**src/rtl/t05_fin_tracker.sv**
```systemverilog
// Completion tracker feeding the t05 pipeline controller: validates stage done/error pulses
// against the fed-back controller state and emits finState/op_fin. Optional stall watchdog: T05_FIN_WATCHDOG_EN.
module t05_fin_tracker #(
  parameter int MAX_HT_LOOPS   = 256,
  parameter int TIMEOUT_CYCLES = 65535
) (
  input  logic       clk,
  input  logic       rst,
  input  logic       cont_en,
  input  logic       restart_en,
  input  logic [3:0] state_reg,
  input  logic       fin_HG,
  input  logic       fin_FLV,
  input  logic       fin_HT,
  input  logic       fin_FINISHED,
  input  logic       fin_CBS,
  input  logic       fin_TRN,
  input  logic       fin_SPI,
  input  logic       error_FIN_HG,
  input  logic       error_FIN_FLV,
  input  logic       error_FIN_HT,
  input  logic       error_FIN_FINISHED,
  input  logic       error_FIN_CBS,
  input  logic       error_FIN_TRN,
  input  logic       error_FIN_SPI,
  output logic [8:0] finState,
  output logic [5:0] op_fin,
  output logic [2:0] err_src,
  output logic [8:0] ht_loops
);

  localparam logic [8:0] IDLE_FIN       = 9'h100;
  localparam logic [8:0] HFIN           = 9'h180;
  localparam logic [8:0] FLV_FIN        = 9'h1C0;
  localparam logic [8:0] HTREE_FIN      = 9'h1E0;
  localparam logic [8:0] HTREE_FINISHED = 9'h1D0;
  localparam logic [8:0] CBS_FIN        = 9'h1D8;
  localparam logic [8:0] TRN_FIN        = 9'h1DC;
  localparam logic [8:0] SPI_FIN        = 9'h1DE;
  localparam logic [8:0] ERROR_FIN      = 9'h1FF;

  localparam logic [2:0] E_NONE = 3'd0, E_STAGE = 3'd1, E_PROTO = 3'd2, E_LOOP = 3'd3, E_TMO = 3'd4;

  logic [8:0] r_fin_state;
  logic [5:0] r_op_fin;
  logic [2:0] r_err_src;
  logic [8:0] r_ht_loops;

  logic [6:0] w_fin_vec;
  logic       w_err_any;
  logic       w_ok;
  logic       w_dup;
  logic [8:0] w_code;
  logic [5:0] w_op;
  logic       w_legal;
  logic       w_proto;
  logic       w_loop_ovf;
  logic       w_wd_hit;

  assign w_fin_vec = {fin_SPI, fin_TRN, fin_CBS, fin_FINISHED, fin_HT, fin_FLV, fin_HG};
  assign w_err_any = error_FIN_HG | error_FIN_FLV | error_FIN_HT | error_FIN_FINISHED |
                     error_FIN_CBS | error_FIN_TRN | error_FIN_SPI;

  // Only one-hot fin vectors decode; simultaneous pulses fall to default and become protocol errors.
  always_comb begin
    w_ok   = 1'b0;
    w_dup  = 1'b0;
    w_code = r_fin_state;
    w_op   = r_op_fin;
    case (w_fin_vec)
      7'b0000001: begin
        w_code = HFIN;  w_op = 6'd1;
        w_ok   = (r_fin_state == IDLE_FIN) && (state_reg == 4'd1);
        w_dup  = (r_fin_state == HFIN);
      end
      7'b0000010: begin
        w_code = FLV_FIN;  w_op = 6'd2;
        w_ok   = ((r_fin_state == HFIN) || (r_fin_state == HTREE_FIN)) && (state_reg == 4'd2);
        w_dup  = (r_fin_state == FLV_FIN);
      end
      7'b0000100: begin
        w_code = HTREE_FIN;  w_op = 6'd3;
        w_ok   = (r_fin_state == FLV_FIN) && (state_reg == 4'd3);
        w_dup  = (r_fin_state == HTREE_FIN);
      end
      7'b0001000: begin
        w_code = HTREE_FINISHED;  w_op = 6'd3;
        w_ok   = (r_fin_state == FLV_FIN) && (state_reg == 4'd3);
        w_dup  = (r_fin_state == HTREE_FINISHED);
      end
      7'b0010000: begin
        w_code = CBS_FIN;  w_op = 6'd4;
        w_ok   = (r_fin_state == HTREE_FINISHED) && (state_reg == 4'd4);
        w_dup  = (r_fin_state == CBS_FIN);
      end
      7'b0100000: begin
        w_code = TRN_FIN;  w_op = 6'd5;
        w_ok   = (r_fin_state == CBS_FIN) && (state_reg == 4'd5);
        w_dup  = (r_fin_state == TRN_FIN);
      end
      7'b1000000: begin
        w_code = SPI_FIN;  w_op = 6'd6;
        w_ok   = (r_fin_state == TRN_FIN) && (state_reg == 4'd6);
        w_dup  = (r_fin_state == SPI_FIN);
      end
      default: ;
    endcase
  end

  assign w_legal    = w_ok;
  assign w_proto    = (|w_fin_vec) && !w_ok && !w_dup;
  assign w_loop_ovf = w_legal && fin_HT && (r_ht_loops == 9'(MAX_HT_LOOPS));

`ifdef T05_FIN_WATCHDOG_EN
  logic [15:0] r_wd_cnt;
  logic [3:0]  r_prev_state;
  logic        w_wd_active;
  logic        w_wd_clr;

  assign w_wd_active = (state_reg >= 4'd1) && (state_reg <= 4'd6) &&
                       (r_fin_state != 9'h000) && (r_fin_state != ERROR_FIN);
  assign w_wd_clr    = w_legal || (state_reg != r_prev_state);
  // Fires on the edge at which the counter would reach the limit.
  assign w_wd_hit    = w_wd_active && !w_wd_clr && (r_wd_cnt == 16'(TIMEOUT_CYCLES - 1));

  always_ff @(posedge clk or posedge rst) begin
    if (rst) begin
      r_wd_cnt     <= '0;
      r_prev_state <= '0;
    end else begin
      r_prev_state <= state_reg;
      if (restart_en || w_wd_clr) r_wd_cnt <= '0;
      else if (w_wd_active)       r_wd_cnt <= r_wd_cnt + 16'd1;
    end
  end
`else
  // No watchdog in this build: the timeout can never fire.
  assign w_wd_hit = (TIMEOUT_CYCLES < 0);
`endif

  always_ff @(posedge clk or posedge rst) begin
    if (rst) begin
      r_fin_state <= '0;
      r_op_fin    <= '0;
      r_err_src   <= E_NONE;
      r_ht_loops  <= '0;
    end else if (restart_en) begin
      r_fin_state <= '0;
      r_op_fin    <= '0;
      r_err_src   <= E_NONE;
      r_ht_loops  <= '0;
    end else if (r_fin_state == ERROR_FIN) begin
      // sticky until restart; first cause is kept
    end else if (w_err_any && (r_fin_state != 9'h000)) begin
      r_fin_state <= ERROR_FIN;  r_op_fin <= 6'd7;  r_err_src <= E_STAGE;
    end else if (w_proto) begin
      r_fin_state <= ERROR_FIN;  r_op_fin <= 6'd7;  r_err_src <= E_PROTO;
    end else if (w_loop_ovf) begin
      r_fin_state <= ERROR_FIN;  r_op_fin <= 6'd7;  r_err_src <= E_LOOP;
    end else if (w_wd_hit) begin
      r_fin_state <= ERROR_FIN;  r_op_fin <= 6'd7;  r_err_src <= E_TMO;
    end else if (w_legal) begin
      r_fin_state <= w_code;
      r_op_fin    <= w_op;
      if (fin_HT) r_ht_loops <= r_ht_loops + 9'd1;
    end else if (cont_en && (r_fin_state == 9'h000)) begin
      r_fin_state <= IDLE_FIN;
      r_op_fin    <= 6'd0;
    end
  end

  assign finState = r_fin_state;
  assign op_fin   = r_op_fin;
  assign err_src  = r_err_src;
  assign ht_loops = r_ht_loops;

endmodule

```
**config.mk**
```make
export PLATFORM = sky130hd
export DESIGN_NAME = t05_fin_tracker
export DESIGN_NICKNAME = d
export VERILOG_FILES = /design/src/rtl/t05_fin_tracker.sv
export SDC_FILE = /design/constraint.sdc
export NUM_CORES = 1
export LEC_CHECK = 0
export CAP_MARGIN = 40
export CORE_MARGIN = 5
export CORE_UTILIZATION = 43
export DETAILED_ROUTE_END_ITERATION = 6
export PLACE_DENSITY = 0.73
export SLEW_MARGIN = 0
export SYNTH_ARGS = -nofsm -noshare
export SYNTH_HDL_FRONTEND = slang
export SYNTH_SLANG_ARGS = --single-unit
```
**constraint.sdc**
```tcl
create_clock -name clk -period 5.27 [get_ports clk]
set_clock_uncertainty 0.2 [all_clocks]
set_input_delay 0.527 -clock clk [delete_from_list [all_inputs] [get_ports clk]]
set_output_delay 0.527 -clock clk [all_outputs]
set_load 0.02 [all_outputs]
```
Yosys cells after proc, flatten, opt, wreduce, memory -nomap -nowiden --
Index checks and enable logic that the tools add are counted. Widths: inputs -> output; s select.
Cells by class: add/sub/neg operators 1, equality and inequality tests 29, mux-type cells 30, bitwise gates (word level) 6, reductions and logical operators 27
Operator list (number):
- $mux 9 | 14
- $eq 9x9->1 const B | 10
- $pmux 9 s7 | 1
- $mux 6 | 7
- $pmux 6 s6 | 1
- $mux 3 | 5
- $eq 4x3->1 const B | 3
- $logic_and 1x1->1 | 12
- $ne 12x2->1 const B | 1
- $ne 11x3->1 const B | 1
- $add 9x1->9 const B | 1
- $logic_not 9->1 | 1
- $reduce_bool 9->1 | 1
- $eq 4x2->1 const B | 2
- $ne 2x2->1 const B | 4
- $eq 7x1->1 const B | 1
- $eq 7x2->1 const B | 1
- $eq 7x3->1 const B | 1
- $eq 7x4->1 const B | 1
- $eq 7x5->1 const B | 1
- $eq 7x6->1 const B | 1
- $eq 7x7->1 const B | 1
- $pmux 1 s7 | 1
- $reduce_or 7->1 | 1
- 12 further kinds | 20
Storage, ports and cells: bits in registers 27, input port bits 22, output and inout bits 27, word-level logic and storage cells 97

Logic depth before layout (Yosys ltp) --
Gate-level depths: netlist of the first run.
word-level depth 11, depth in mapped cells 10, gate-level depth less buffers 9

Least setup slack after synthesis of the first run --
No wires, ideal clock.
kind in2reg, start point input fin_HT, end point register r_fin_state[1] (netlist: finState[1]), setup time 0.125 ns, arrival time 2.970 ns, data required time 4.945 ns, setup slack 1.975 ns, cell stages on the path 9, path buffers 2, path through clkbuf_1 > or4_4 > or4b_4 > o32ai_2 > nor3_2 > o31a_1 > nor2_4 > buf_6 > mux2_4
Between the ends: word-level cells in the longest chain between the ends 10, elaborated cells between the ends (all ways) 27, classes of those cells eq/ne: 8; mux: 9; reduce/logical: 10
Ends and longest elaborated chain:
- start, declared | RTL line 14 | input logic fin_HT,
- $eq 7x4->1 / $eq 7x3->1 (equally long branches) | RTL line 70 | case (w_fin_vec)
- $reduce_or 2->1 (no line)
- $pmux 1 s6 | RTL line 70
- $logic_and 1x1->1 / $logic_not 1->1 (equally long branches) | RTL line 112, 111
- $logic_and 1x1->1 (on tied branches) | RTL line 112, 111
- $mux 9 / $logic_and 1x1->1 (equally long branches) | RTL line 158, 111
- $mux 9 | RTL line 156 | end else if (w_proto) begin
- $mux 9 | RTL line 154 | end else if (w_err_any && (r_fin_state != 9'h000)) begin
- $mux 9 | RTL line 152 | end else if (r_fin_state == ERROR_FIN) begin
- $mux 9 | RTL line 147 | end else if (restart_en) begin
- end signal, assigned | RTL line 163 | r_fin_state <= w_code;
- end, declared | RTL line 44 | logic [8:0] r_fin_state;
Parallel ways exist; a longest one is shown, timed or not. The select of a mux whose other input is x is not followed. A chain may end at the register's enable or synchronous reset.

Final worst setup path of the first run --
start point input fin_FLV, end point register r_fin_state[5] (netlist: finState[5])
Between the ends: word-level cells in the longest chain between the ends 10, elaborated cells between the ends (all ways) 27, classes of those cells eq/ne: 8; mux: 9; reduce/logical: 10
Ends and longest elaborated chain:
- start, declared | RTL line 13 | input logic fin_FLV,
- $eq 7x4->1 / $eq 7x3->1 (equally long branches) | RTL line 70
- $reduce_or 2->1 (no line)
- $pmux 1 s6 | RTL line 70
- $logic_and 1x1->1 / $logic_not 1->1 (equally long branches) | RTL line 112, 111
- $logic_and 1x1->1 (on tied branches) | RTL line 112, 111
- $mux 9 / $logic_and 1x1->1 (equally long branches) | RTL line 158, 111
- $mux 9 | RTL line 156
- $mux 9 | RTL line 154
- $mux 9 | RTL line 152
- $mux 9 | RTL line 147
Parallel ways exist; a longest one is shown, timed or not. The select of a mux whose other input is x is not followed.

==> summary.md, run 1 <==
| Metric | Value |
|---|---|
| Hold-fix buffers, CTS | `0` |
| Clock Power Share | `0.285` |
| GRT Residual Overflow | `0` |
| Gr usage total | `0.186` |
| WP data required | `roughly 5200 ps` |
| Iter 0 DRT Violations | `around 210` |
| Crit-path max FO | `12` |
| DIE WIDTH | `between 70 and 80 um` |
| Crit-path cells | `clkdlybuf4s50_1 -> or4_4 -> or4b_4 -> o32ai_2 -> nor3_2 -> o31a_1 -> nor2_4 -> mux2_2` |
| Fillers | `between 300 and 400` |
| Initial antenna violation count | `0` |
| Fmax | `around 270 MHz` |
| Final routed DRC violation total | `0` |
| Layout overhead on the synthesized area | `27.9%` |
| Total area of sequential cells | `576 um^2` |
| Minimum clock period | `approximately 3700 ps` |
| Largest area contributor in the synthesized netlist | `dfrtp_1` |
| Crit share post-route | `0.710` |
| Buf/Inv on CP | `1` |
| Worst hold path type | `flop to flop` |
| Most common cell after layout, fill and taps aside | `clkdlybuf4s50_1` |
| # port buffers | `44` |
| Setup TNS | `0 ps` |
| Actual slew at the worst max-slew pin | `717 ps` |
| Ys flop type | `dfrtp_1` |
| Post-synth ARST share | `1.00` |
| Finished Layout Cells | `298` |
| Gpl congestion | `a little under 0.9` |
| Vias in the first global route | `1689` |
| Cts repair resizes | `0` |
| CP max-delay cell | `or4_4` |
| DP Cell Count | `between 200 and 300` |
| Syn. warnings | `0` |
| Core area | `about 4100 um^2` |
| Switching Power | `between 0.0001 and 0.00015 W` |
| Layout cells sized above 1 | `0.0847` |
| Root Driver | `clkbuf_8` |
| Slew margin rel. | `0.509` |
| Cell internal pwr | `between 0.0002 and 0.0003 W` |
| CTS Buffer Depth | `2` |
| RSZ-0062 raised after global routing | `no` |
| Cell Rows | `23` |
| CTS Buf Count | `3` |
| Flop pwr share | `0.501` |
| DRT antenna net count | `0` |
| Clock transition at the registers of the reported paths | `roughly 80 ps` |
| Area of the multi-input gates | `roughly 1100 um^2` |
| Drt pass-1 iters | `4` |
| P_leak | `~0.9 nW` |
| Postcts setup bufs | `0` |
| Setup violations, final | `0` |
| Peak supply drop | `about 120 uV` |
| Dpl hpwl | `3870 um` |
| Avg WL per Cell | `between 15 and 20 um` |
| Worst endpoint data arrival time | `3700 ps` |
| Initial core utilization | `0.450` |
| Routed vias | `1782` |
| Mapped cell area | `between 1500 and 2000 um^2` |
| Die height | `approximately 75 um` |
| Fin nets | `between 200 and 300` |
| Status | `finished clean` |
| Max-cap violations | `0` |
| Pwr/cell area | `~160 nW/um^2` |
| Largest net degree at the start of global routing | `18` |
| First-pass GRT wire length | `just over 8000 um` |
| Switching Fraction | `0.280` |
| CP top delay family | `simple AND/OR/NAND/NOR gates` |
| Slew Limit Fails | `0` |
| Antenna cell count | `0` |
| Crit Path Class | `input pin to flop` |
| CP Launch Type | `input pin` |
| Cells after Synth | `210` |
| Total power | `0.000380 W` |
| Avg Synthesized Cell Area | `slightly below 9 um^2` |
| FF+latch count, synth | `23` |
| Unique masters post-synth | `56` |
| Top-area cell type share of the netlist area | `0.315` |
| Worst setup EP type | `flop` |
| CTS tree | `built` |
| Clk Latency, worst-skew pair | `between 200 and 300 ps` |
| Sequential area share after synthesis | `0.315` |
| Final hold violation count | `0` |
| CTS H-tree lvls | `1` |
| Clock Sinks | `23` |
| Commonest cells after routing, fill and taps aside | `clkdlybuf4s50_1, dfrtp_1, nor2_1, nor4_1, inv_1` |
| Total die area | `5650 um^2` |
| Routed WL | `around 5000 um` |
| I/O pin count | `a little under 50` |
| Number of flops mapped to enable cells by yosys | `0` |
| Slowest stage delay, CP | `roughly 600 ps` |
| Synth area leaders | `dfrtp_1, mux2_4, nor2_1` |
| Vias per cell | `~6` |
| Logic pwr share | `0.215` |
-- per-layer routing --
metal  wire, um  share of wire  up-vias  GRT usage
li1           -              -      851          -
met1       2210           0.44      835      0.254
met2       2300           0.46       84      0.298
met3        403          0.080       12     0.0387
met4        121          0.024        0     0.0544
met5          0              0        -          0
-- layout make-up --
cell class	instances	area share
well taps	50	0.0268
clock inverters	1	0.00214
flip-flops and latches	23	0.247
repair buffers	46	0.204
inverters	10	0.0161
multi-input cells	165	0.487
clock buffers	3	0.0177
-- synth_stat cells (all sizes together), types with 5 or more instances --
cell type  number
a21oi           5
buf             7
clkbuf          8
dfrtp          23
inv            10
mux2            7
nand2           8
nand3           9
nand4           7
nor2           20
nor2b           5
nor3            7
nor3b           6
nor4           12
o21ai          15
xnor2           8
-- power by group through the flow --
stage          Clock (W)  Sequential (W)  Combinational (W)
2_1_floorplan          0        0.000197          0.0000387
3_3_place_gp           0        0.000194          0.0000783
3_5_place_dp           0        0.000194          0.0000810
4_1_cts         0.000112        0.000190          0.0000815
5_1_grt         0.000117        0.000191          0.0000883
6_report        0.000108        0.000190          0.0000816
-- kinds of logic after synthesis --
kind of cell,Yosys count,share of synthesized area
AND/OR/NAND/NOR,101,0.343
AO/OA/AOI/OAI,39,0.146
XOR/XNOR,10,0.0480
adder cells (fa/ha/maj),2,0.0137
buffers and inverters,25,0.0679
multiplexers,9,0.0644
flip-flops,23,0.315
other,1,0.00205
-- state kept, by name, indices dropped and copies added, names as in the netlist --
register and flops:
op_fin 3, err_src 2, finState 9, ht_loops 9
-- final timing paths --
path / from / end / slack [ps] / cells after the start
worst max-delay path: fin_FLV / finState[5] / 1530 / 8
worst min-delay path: op_fin[2] / op_fin[2] / 290 / 1
worst max register to register: finState[0] / finState[5] / 1730 / 7
worst min register to register: op_fin[2] / op_fin[2] / 290 / 1
max in group asynchronous: rst / finState[4] / 4140 / 3
min in group asynchronous: rst / finState[0] / 330 / 2
-- per-stage QoR --
step / area, um^2 / util / setup slack, ps / hold slack [ps]
floorplan: 1840 / - / 1980 / 329
global placement: 2260 / 0.557 / 1330 / 277
detailed placement: 2290 / 0.564 / 1270 / 273
CTS: 2330 / 0.575 / 1550 / 296
global route: 2330 / 0.575 / 1460 / 311
finish: 2330 / 0.575 / 1530 / 289
-- worst register-to-register path: stages, from the launching register on --
cell and delay (ps):
dfrtp_1 480, nor4_2 630, nand3b_1 220, and2_1 240, or4b_1 660, o31a_1 330
nor2_4 290, mux2_2 380
No activity file was read; power rests on OpenSTA's default activity.
==> run 2: changes to the inputs <==
Settings changed: PLACE_DENSITY 0.73 to 0.76.
Clock period 5.27 ns to 3 ns, I/O delays scaled along.
==> run 2 against run 1 <==
Combinational power rose by 120%. Non-clock buffer count rose by 49. Count of clock-buffer cells in the layout stayed put. Via count increased by 12%. Sequential power is 74% higher. First-iteration DRC count decreased by 45%. Sequential share of layout area is 4.0 points lower. Critical path depth is 1 higher. Register-to-register slack worse by 1600 ps. Die area did not move. Sequential cell count is the same. Setup slack got worse by 1400 ps. Critical path type unchanged. Critical endpoint unchanged. Largest power group unchanged. Highest routed layer unchanged.
==> summary.md, run 2 (same netlist as run 1, synthesis figures left out) <==
| Metric | Value |
|---|---|
| Minimum clock period | `about 3000 ps` |
| Iter 0 DRT Violations | `114` |
| Gr usage total | `0.212` |
| Clock transition at the registers of the reported paths | `80 ps` |
| Initial core utilization | `0.450` |
| Crit-path cells | `dlygate4sd2_1 -> or4_4 -> or4b_4 -> o32ai_4 -> nor3_4 -> o31a_1 -> nor2_4 -> buf_4 -> mux2_2` |
| Setup violations, final | `0` |
| Avg WL per Cell | `16.9 um` |
| Total power | `between 0.0007 and 0.0008 W` |
| Min Hold Slack | `around 120 ps` |
| Root Driver | `clkbuf_8` |
| Vias per cell | `approximately 5.7` |
| Antenna cell count | `0` |
| I/O pin count | `between 40 and 50` |
| Worst endpoint data arrival time | `around 2900 ps` |
| Gpl congestion | `between 0.8 and 0.9` |
| Actual slew at the worst max-slew pin | `roughly 540 ps` |
| Crit share post-route | `0.974` |
| Commonest cells after routing, fill and taps aside | `buf_4, clkdlybuf4s50_1, dfrtp_1, nor2_1, inv_1` |
| Final routed DRC violation total | `0` |
| CP max-delay cell | `or4_4` |
| Drt pass-1 iters | `4` |
| CTS H-tree lvls | `1` |
| GRT Residual Overflow | `0` |
| Core area | `4060 um^2` |
| Crit-path max FO | `3` |
| Slew margin rel. | `0.642` |
| Final hold violation count | `0` |
| Final core occ | `0.689` |
| Hold-fix buffers, CTS | `0` |
| Status | `finished clean` |
| Clk Latency, worst-skew pair | `between 200 and 300 ps` |
| DP Cell Count | `around 340` |
| Slew Limit Fails | `0` |
| Max-cap violations | `0` |
| Most common cell after layout, fill and taps aside | `buf_4` |
| CTS Buf Count | `3` |
| Layout overhead on the synthesized area | `53.3%` |
| Total die area | `around 5600 um^2` |
| Crit Path Class | `input pin to flop` |
| Die height | `75.2 um` |
| Worst setup EP type | `flop` |
| Initial antenna violation count | `0` |
| Peak supply drop | `approximately 260 uV` |
| Fin nets | `between 300 and 400` |
| Pwr/cell area | `252 nW/um^2` |
| Routed vias | `1987` |
| Design Area, Final | `roughly 2800 um^2` |
| DIE WIDTH | `approximately 75 um` |
| First-pass GRT wire length | `around 9200 um` |
| WP data required | `just under 3000 ps` |
| CTS Buffer Depth | `2` |
| Dpl hpwl | `4490 um` |
| Post-DP Area | `2650 um^2` |
| Fmax | `342 MHz` |
| CP Launch Type | `input pin` |
| Routed WL | `between 5000 and 6000 um` |
| Worst hold path type | `input pin to async pin` |
| DRT antenna net count | `0` |
| Largest net degree at the start of global routing | `15` |
| Clock Sinks | `23` |
| Finished Layout Cells | `between 300 and 400` |
| Vias in the first global route | `about 2k` |
| Slowest stage delay, CP | `around 550 ps` |
| Cell Rows | `23` |
| R2R Setup Slk | `about 100 ps` |
| P_leak | `approximately 1.1 nW` |
| Layout cells sized above 1 | `0.256` |
| # port buffers | `44` |
| CTS tree | `built` |
==> run 2: cell count changes in the layout (fill, tap and decap cells not counted), sizes merged <==
cell           change
buf               +49
clkdlybuf4s50      -4
dlygate4sd2        +4
==> run 2: path summary, 6_finish.rpt <==
kind,start,endpoint,cells after the start
setup reg to reg,finState[0],finState[5],8
max in group asynchronous,rst,finState[8],3
min in group clk,op_fin[2],op_fin[2],1
hold / removal,rst,op_fin[2],2
setup / recovery,fin_HT,finState[5],9
hold reg to reg,op_fin[2],op_fin[2],1
==> run 2: routing by layer <==
layer	track usage	routed length, um	vias up
met5	0	0	-
met4	0.0777	125	0
met3	0.0401	379	12
met2	0.384	3000	81
met1	0.248	2380	944
li1	-	-	950
==> run 2: through the flow <==
stage	setup slack [ps]	TNS, ps
after floorplan	0.390	0
after global placement	-343	-3410
after detailed placement	-432	-4430
after CTS	22.2	0
after global routing	-0.280	-0.280
final	78.5	0
==> run 2: cell type report <==
type,instances,area [um^2]
Inverter,10,37.5
Clock buffer,3,41.3
Timing Repair Buffer,95,855
Multi-Input combinational cell,165,1220
Fill cell,316,1260
Tap cell,50,62.6
Sequential cell,23,577
Clock inverter,1,5.00
==> run 2: timing repair <==
action | in CTS | in global routing
buffers inserted | 3 | 2
pin swaps | 6 | 5
setup endpoints to repair | 11 | 11
resized for setup | 12 | 5
==> run 2: worst max-delay path: cells and delay by family <==
kind / cells / cell delay, ps
compound gates: 2 / 620
buf+inv: 2 / 370
mux: 1 / 310
simple gates: 4 / 1280
==> run 2: power breakdown <==
group	switching [W]	internal [W]	total, W
combinational	0.0000887	0.0000927	0.000181
sequential	0.0000113	0.000319	0.000330
clock	0.000101	0.0000927	0.000194
total	0.000201	0.000504	0.000706
